--- src/rtl/mem_stage_pkg.sv ---
// Shared opcode/funct3 encodings, FSM state type and access-size helpers
// for the memory-access stage.
package mem_stage_pkg;

    localparam logic [6:0] OP_LOAD   = 7'b0000011;
    localparam logic [6:0] OP_STORE  = 7'b0100011;
    localparam logic [6:0] OP_FLW    = 7'b0000111;
    localparam logic [6:0] OP_FSW    = 7'b0100111;
    localparam logic [6:0] OP_MLOAD  = 7'b0001011;
    localparam logic [6:0] OP_MSTORE = 7'b0101011;

    localparam logic [2:0] F3_B  = 3'b000;
    localparam logic [2:0] F3_H  = 3'b001;
    localparam logic [2:0] F3_W  = 3'b010;
    localparam logic [2:0] F3_BU = 3'b100;
    localparam logic [2:0] F3_HU = 3'b101;

    typedef enum logic [1:0] {IDLE, REQ, DONE} state_t;

    typedef enum logic [1:0] {SZ_B, SZ_H, SZ_W} size_t;

    // Unsigned variants do not exist for stores; they fall back to word like any undefined code.
    function automatic size_t access_size(input logic [2:0] f3, input logic is_store);
        case (f3)
            F3_B:    access_size = SZ_B;
            F3_H:    access_size = SZ_H;
            F3_BU:   access_size = is_store ? SZ_W : SZ_B;
            F3_HU:   access_size = is_store ? SZ_W : SZ_H;
            default: access_size = SZ_W;
        endcase
    endfunction

    function automatic logic misaligned(input size_t sz, input logic [1:0] lo);
        case (sz)
            SZ_B:    misaligned = 1'b0;
            SZ_H:    misaligned = lo[0];
            default: misaligned = (lo != 2'b00);
        endcase
    endfunction

endpackage

--- src/rtl/mem_lane_align.sv ---
// Byte-lane steering: load extraction with sign/zero extension, and store
// data replication with matching byte strobes.
module mem_lane_align
    import mem_stage_pkg::*;
(
    input  size_t       size,
    input  logic        sign_ext,
    input  logic [1:0]  addr_lo,
    input  logic [31:0] rdata,
    input  logic [31:0] store_data,
    output logic [31:0] load_data,
    output logic [31:0] wdata,
    output logic [3:0]  wstrb
);

    logic [31:0] shifted;

    always_comb begin
        shifted   = rdata >> {addr_lo, 3'b000};
        load_data = rdata;
        wdata     = store_data;
        wstrb     = '1;
        case (size)
            SZ_B: begin
                load_data = {{24{sign_ext & shifted[7]}}, shifted[7:0]};
                wdata     = {4{store_data[7:0]}};
                wstrb     = 4'b0001 << addr_lo;
            end
            SZ_H: begin
                load_data = {{16{sign_ext & shifted[15]}}, shifted[15:0]};
                wdata     = {2{store_data[15:0]}};
                wstrb     = 4'b0011 << addr_lo;
            end
            default: begin
                load_data = rdata;
                wdata     = store_data;
                wstrb     = '1;
            end
        endcase
    end

endmodule

--- src/rtl/mem_stage.sv ---
// Memory-access stage: single-outstanding 32-bit bus master for scalar,
// float and matrix loads/stores, with pass-through for non-memory ops.
module mem_stage
    import mem_stage_pkg::*;
#(
    parameter int unsigned MAT_WORDS = 16
) (
    input  logic                      clk,
    input  logic                      rst_n,
    input  logic                      in_valid,
    output logic                      in_ready,
    input  logic [6:0]                opcode,
    input  logic [2:0]                funct3,
    input  logic [4:0]                rd,
    input  logic [31:0]               addr_res,
    input  logic [31:0]               src2R,
    input  logic [31:0]               src2F,
    input  logic [32*MAT_WORDS-1:0]   src2M,
    output logic                      mem_req,
    output logic                      mem_we,
    output logic [31:0]               mem_addr,
    output logic [31:0]               mem_wdata,
    output logic [3:0]                mem_wstrb,
    input  logic                      mem_ack,
    input  logic [31:0]               mem_rdata,
    output logic                      out_valid,
    input  logic                      out_ready,
    output logic [4:0]                out_rd,
    output logic [31:0]               res_R,
    output logic [31:0]               res_F,
    output logic [32*MAT_WORDS-1:0]   res_M,
    output logic                      err_misalign
);

    localparam int unsigned BW = (MAT_WORDS > 1) ? $clog2(MAT_WORDS) : 1;

    state_t state, state_nx;

    logic [6:0]               op_q;
    logic [2:0]               f3_q;
    logic [31:0]              addr_q;
    logic [31:0]              s2r_q;
    logic [31:0]              s2f_q;
    logic [32*MAT_WORDS-1:0]  s2m_q;
    logic [BW-1:0]            beat;

    logic   scalar_in, is_mem_in, mis_in;
    size_t  size_in, size_q;
    logic   is_matrix_q, is_store_q;
    logic [BW-1:0] last_beat;
    logic   accept, ack_ok;

    logic [31:0] lane_load, lane_wdata;
    logic [3:0]  lane_wstrb;

    assign scalar_in = (opcode == OP_LOAD) || (opcode == OP_STORE);
    assign is_mem_in = scalar_in || (opcode == OP_FLW) || (opcode == OP_FSW) ||
                       (opcode == OP_MLOAD) || (opcode == OP_MSTORE);
    assign size_in   = scalar_in ? access_size(funct3, opcode == OP_STORE) : SZ_W;
    assign mis_in    = misaligned(size_in, addr_res[1:0]);

    assign is_matrix_q = (op_q == OP_MLOAD) || (op_q == OP_MSTORE);
    assign is_store_q  = (op_q == OP_STORE) || (op_q == OP_FSW) || (op_q == OP_MSTORE);
    assign size_q      = ((op_q == OP_LOAD) || (op_q == OP_STORE)) ?
                         access_size(f3_q, op_q == OP_STORE) : SZ_W;
    assign last_beat   = is_matrix_q ? BW'(MAT_WORDS - 1) : '0;

    assign accept = (state == IDLE) && in_valid;
    assign ack_ok = (state == REQ) && mem_ack;

    mem_lane_align u_align (
        .size       (size_q),
        .sign_ext   (~f3_q[2]),
        .addr_lo    (addr_q[1:0]),
        .rdata      (mem_rdata),
        .store_data ((op_q == OP_FSW) ? s2f_q : s2r_q),
        .load_data  (lane_load),
        .wdata      (lane_wdata),
        .wstrb      (lane_wstrb)
    );

    always_ff @(posedge clk or negedge rst_n) begin
        if (!rst_n) state <= IDLE;
        else        state <= state_nx;
    end

    always_comb begin
        state_nx  = state;
        in_ready  = 1'b0;
        mem_req   = 1'b0;
        out_valid = 1'b0;
        case (state)
            IDLE: begin
                in_ready = rst_n;
                if (in_valid)
                    state_nx = (!is_mem_in || mis_in) ? DONE : REQ;
            end
            REQ: begin
                mem_req = 1'b1;
                if (mem_ack && (beat == last_beat))
                    state_nx = DONE;
            end
            DONE: begin
                out_valid = 1'b1;
                if (out_ready)
                    state_nx = IDLE;
            end
            default: state_nx = IDLE;
        endcase
    end

    // Bus outputs are forced to zero outside REQ so nothing leaks while idle or in reset.
    always_comb begin
        mem_we    = mem_req & is_store_q;
        mem_addr  = '0;
        mem_wdata = '0;
        mem_wstrb = '0;
        if (mem_req)
            mem_addr = {addr_q[31:2], 2'b00} + (32'(beat) << 2);
        if (mem_we) begin
            if (is_matrix_q) begin
                mem_wdata = s2m_q[32*beat +: 32];
                mem_wstrb = '1;
            end else begin
                mem_wdata = lane_wdata;
                mem_wstrb = lane_wstrb;
            end
        end
    end

    always_ff @(posedge clk or negedge rst_n) begin
        if (!rst_n) begin
            op_q         <= '0;
            f3_q         <= '0;
            addr_q       <= '0;
            s2r_q        <= '0;
            s2f_q        <= '0;
            s2m_q        <= '0;
            beat         <= '0;
            out_rd       <= '0;
            res_R        <= '0;
            res_F        <= '0;
            res_M        <= '0;
            err_misalign <= 1'b0;
        end else if (accept) begin
            op_q         <= opcode;
            f3_q         <= funct3;
            addr_q       <= addr_res;
            s2r_q        <= src2R;
            s2f_q        <= src2F;
            s2m_q        <= src2M;
            beat         <= '0;
            out_rd       <= rd;
            res_R        <= is_mem_in ? '0 : addr_res;
            res_F        <= '0;
            res_M        <= '0;
            err_misalign <= is_mem_in & mis_in;
        end else if (ack_ok) begin
            beat <= beat + BW'(1);
            case (op_q)
                OP_LOAD:  res_R <= lane_load;
                OP_FLW:   res_F <= mem_rdata;
                OP_MLOAD: res_M[32*beat +: 32] <= mem_rdata;
                default:  ;
            endcase
        end
    end

endmodule

--- config.mk ---
export PLATFORM = sky130hd
export DESIGN_NAME = mem_stage
export DESIGN_NICKNAME = d
export VERILOG_FILES = /design/src/rtl/mem_stage_pkg.sv /design/src/rtl/mem_lane_align.sv /design/src/rtl/mem_stage.sv
export SDC_FILE = /design/constraint.sdc
export NUM_CORES = 2
export LEC_CHECK = 0
export CAP_MARGIN = 20
export CORE_AREA = 2 2 514 516
export CTS_BUF_LIST = sky130_fd_sc_hd__clkbuf_4
export CTS_CLUSTER_DIAMETER = 40
export DETAILED_ROUTE_END_ITERATION = 6
export DIE_AREA = 0 0 516 518
export DONT_BUFFER_PORTS = 1
export SLEW_MARGIN = 5
export SYNTH_ARGS = -nofsm -noshare
export SYNTH_HDL_FRONTEND = slang
export SYNTH_HIERARCHICAL = 1
export SYNTH_SLANG_ARGS = --single-unit
--- constraint.sdc ---
create_clock -name clk -period 10 [get_ports clk]
set_input_delay 2 -clock clk [delete_from_list [all_inputs] [get_ports clk]]
set_output_delay 2 -clock clk [all_outputs]
set_load 0.005 [all_outputs]
==> impl_metrics.env <==
export IMPL_boundaryPins=1314
export IMPL_hold_path_depth=2
export IMPL_drt_wl_total_mm=260
export IMPL_cp_common_cell="buf_16"
export IMPL_cts_buffers=342
export IMPL_vias=43585
export IMPL_cp_arrival_ns=5.34
export IMPL_synthDistinctLibCells=87
export IMPL_nFillCells=28198
export IMPL_layout_common_cells="nand2_1, dfrtp_1, clkbuf_4, mux2i_1, a22o_1"
export IMPL_failed_checks="DRC"
export IMPL_yosys_warnings=6
export IMPL_cts_hold_buf=0
export IMPL_cts_sinks=1206
export IMPL_relSlewSlack_pct=4.39
export IMPL_clk_pin_slew_ns=0.06
export IMPL_synth_async_reset_ratio_pct=100
export IMPL_start_util_pct=20.8
export IMPL_tns_ns=0
export IMPL_fin_nets=6173
export IMPL_clk_root_buffer_cell="clkbuf_4"
export IMPL_worst_path_stages=5
export IMPL_grt_pass1_vias=44003
export IMPL_clock_fmax_mhz=136
export IMPL_path_buf_inv=4
export IMPL_rows=188
export IMPL_die_height_microns=518
export IMPL_max_stage_delay_ns=0.69
export IMPL_crit_family="buffers and inverters"
export IMPL_report_final_slew_viol_count=0
export IMPL_worstMarginPinSlew_ns=1.43
export IMPL_synthCells=5517
export IMPL_period_needed_ns=7.34
export IMPL_ff2ff_path_depth=7
export IMPL_syn_area_sq_um=54300
export IMPL_start_kind="input pin"
export IMPL_yosys_register_bits=1206
export IMPL_ant_nets=0
export IMPL_outcome="finished with violations"
export IMPL_antenna_found_initial=60
export IMPL_clockBufferDepth=4
export IMPL_synth_edff_count=0
export IMPL_yosysSeqAreaShare_pct=55.6
export IMPL_path_class="in -> out"
export IMPL_worstPathRequired_ns=8.00
export IMPL_drv_cap=0
export IMPL_path_max_fanout=228
export IMPL_first_pass_iters=7
export IMPL_power_density_nw_per_um2=201
export IMPL_syn2layout_area_growth_pct=15.1
export IMPL_htreeDepth=5
export IMPL_drc_errors=1
export IMPL_clkLatencyLatePin_ns=1.30
export IMPL_skew_ns=0.143
export IMPL_hold_path_class="reg -> reg"
export IMPL_grt_first_pass_wirelength_mm=353
export IMPL_viasPerCell=4.69
export IMPL_grt_max_degree=229
export IMPL_crit_chain="buf_16 -> buf_16 -> buf_16 -> buf_16 -> nor3b_1"
export IMPL_drive_above_1_share_pct=15.2
export IMPL_io_buffers=0
export IMPL_p_leak_nw=30.6
export IMPL_grt_usage_pct=18.7
export IMPL_drt_iter0_drc=3863
export IMPL_cts_resized=0
export IMPL_grt_overflow_total=0
export IMPL_avgSynthCellArea_sq_um=9.85
export IMPL_fin_crit_sh_pct=73.4
export IMPL_tritoncts="done"
export IMPL_final_util_pct=23.9
export IMPL_postCtsSetupRepairBufs=0
export IMPL_core_sq_um=262000
export IMPL_ir_drop_mv=0.126
export IMPL_place_congestion=0.903
export IMPL_setup_viol=0
export IMPL_finalHoldViolCount=0
export IMPL_wl_per_cell_microns=27.9
export IMPL_rsz0062_at_grt="no"
export IMPL_die_area_sq_um=267000
export IMPL_end_kind="primary output"
export IMPL_ys_flop_type="dfrtp_1"
export IMPL_crit_path_top_delay_cell="buf_16"
export IMPL_final_common_cell="nand2_1"
export IMPL_die_x_microns=516
export IMPL_hpwl_mm=191
cells in the mapped netlist (13+ instances only):
library cell,count,area share (%)
o211ai_1,18,0.25
nand2b_1,13,0.15
mux4_2,127,5.3
o31ai_1,24,0.33
nand2_1,2378,16
nand3_1,38,0.35
buf_1,23,0.16
nand4_1,46,0.53
a22o_1,159,2.6
mux2_2,57,1.2
mux2i_1,359,6.6
o21ai_0,84,0.77
a21oi_1,133,1.2
nor2_1,58,0.40
a211o_1,33,0.53
a2bb2oi_1,38,0.61
clkbuf_1,354,2.4
dfrtp_1,1206,56
buf_2,46,0.42
nor3_1,72,0.66
inv_1,47,0.32
o32ai_1,13,0.21
a21o_1,17,0.23
sequential cells by signal (all words and copies together) (netlist names):
signal and count:
addr_q 32, beat 4, err_misalign 1, f3_q 3
op_q 7, out_rd 5, res_F 32, res_M 512
res_R 32, s2f_q 32, s2m_q 512, s2r_q 32
state 2
path summary, 6_finish.rpt:
check | startpoint | to | slack (ns)
max reg2reg | beat[0] | res_M[385] | 5.27
min reg2reg | s2m_q[261] | s2m_q[261] | 0.47
max | rst_n | in_ready | 2.66
min in group asynchronous | rst_n | s2m_q[316] | 0.50
min | s2m_q[261] | s2m_q[261] | 0.47
max in group asynchronous | rst_n | res_M[261] | 6.23
layout make-up:
type | instances | area [sq um] | area share [%]
antenna | 33 | 82.6 | 0.132
clock buffer | 491 | 3690 | 5.90
clock inverter | 98 | 711 | 1.14
inverter | 48 | 180 | 0.288
multi-input combinational | 3824 | 22400 | 35.8
sequential | 1206 | 30200 | 48.3
tap | 3515 | 4400 | 7.03
timing repair buffer | 83 | 865 | 1.38
where the power goes:
group	leakage [nW]	internal (W)	switching, W
Sequential	15.7	0.00549	0.000478
Combinational	12.3	0.000594	0.00123
Clock	2.60	0.00247	0.00231
Total	30.6	0.00856	0.00402
per-layer routing:
| layer | GRT usage, % | share of wire, % | vias to the layer above |
|---|---|---|---|
| met4 | 10.1 | 5.6 | 14 |
| met3 | 6.09 | 9.2 | 598 |
| met2 | 32.1 | 49 | 2426 |
| met1 | 20.3 | 36 | 21871 |
| li1 | - | - | 18676 |
| met5 | 0 | 0.044 | - |
cells by family after synthesis:
family | count (synthesis) | synth area share (%)
mux | 545 | 13.1
xor+xnor | 9 | 0.145
other cells | 1 | 0.00690
buf+inv | 488 | 3.62
flops | 1206 | 55.6
fa+ha+maj | 8 | 0.198
compound gates | 579 | 7.73
simple gates | 2681 | 19.6
through the flow:
stage | hold slack (ns) | instances | worst slack (ns) | area (sq um) | power (W)
2_1_floorplan | 0.440 | 5518 | 5.67 | 54300 | 0.00699
3_5_place_dp | 0.457 | 8673 | 2.77 | 58000 | 0.00792
4_1_cts | 0.224 | 9262 | 2.75 | 62400 | 0.0128
5_1_grt | 0.261 | 9281 | 2.25 | 62500 | 0.0133
6_report | 0.469 | 9298 | 2.66 | 62500 | 0.0126
3_3_place_gp | 0.455 | 8672 | 2.82 | 58000 | 0.00786
tightest hold or removal path, stage by stage (launching register included):
cell     delay, ns
dfrtp_1       0.34
nand2_1       0.05
nand2_1       0.05
(Power assumes the default switching activity.)
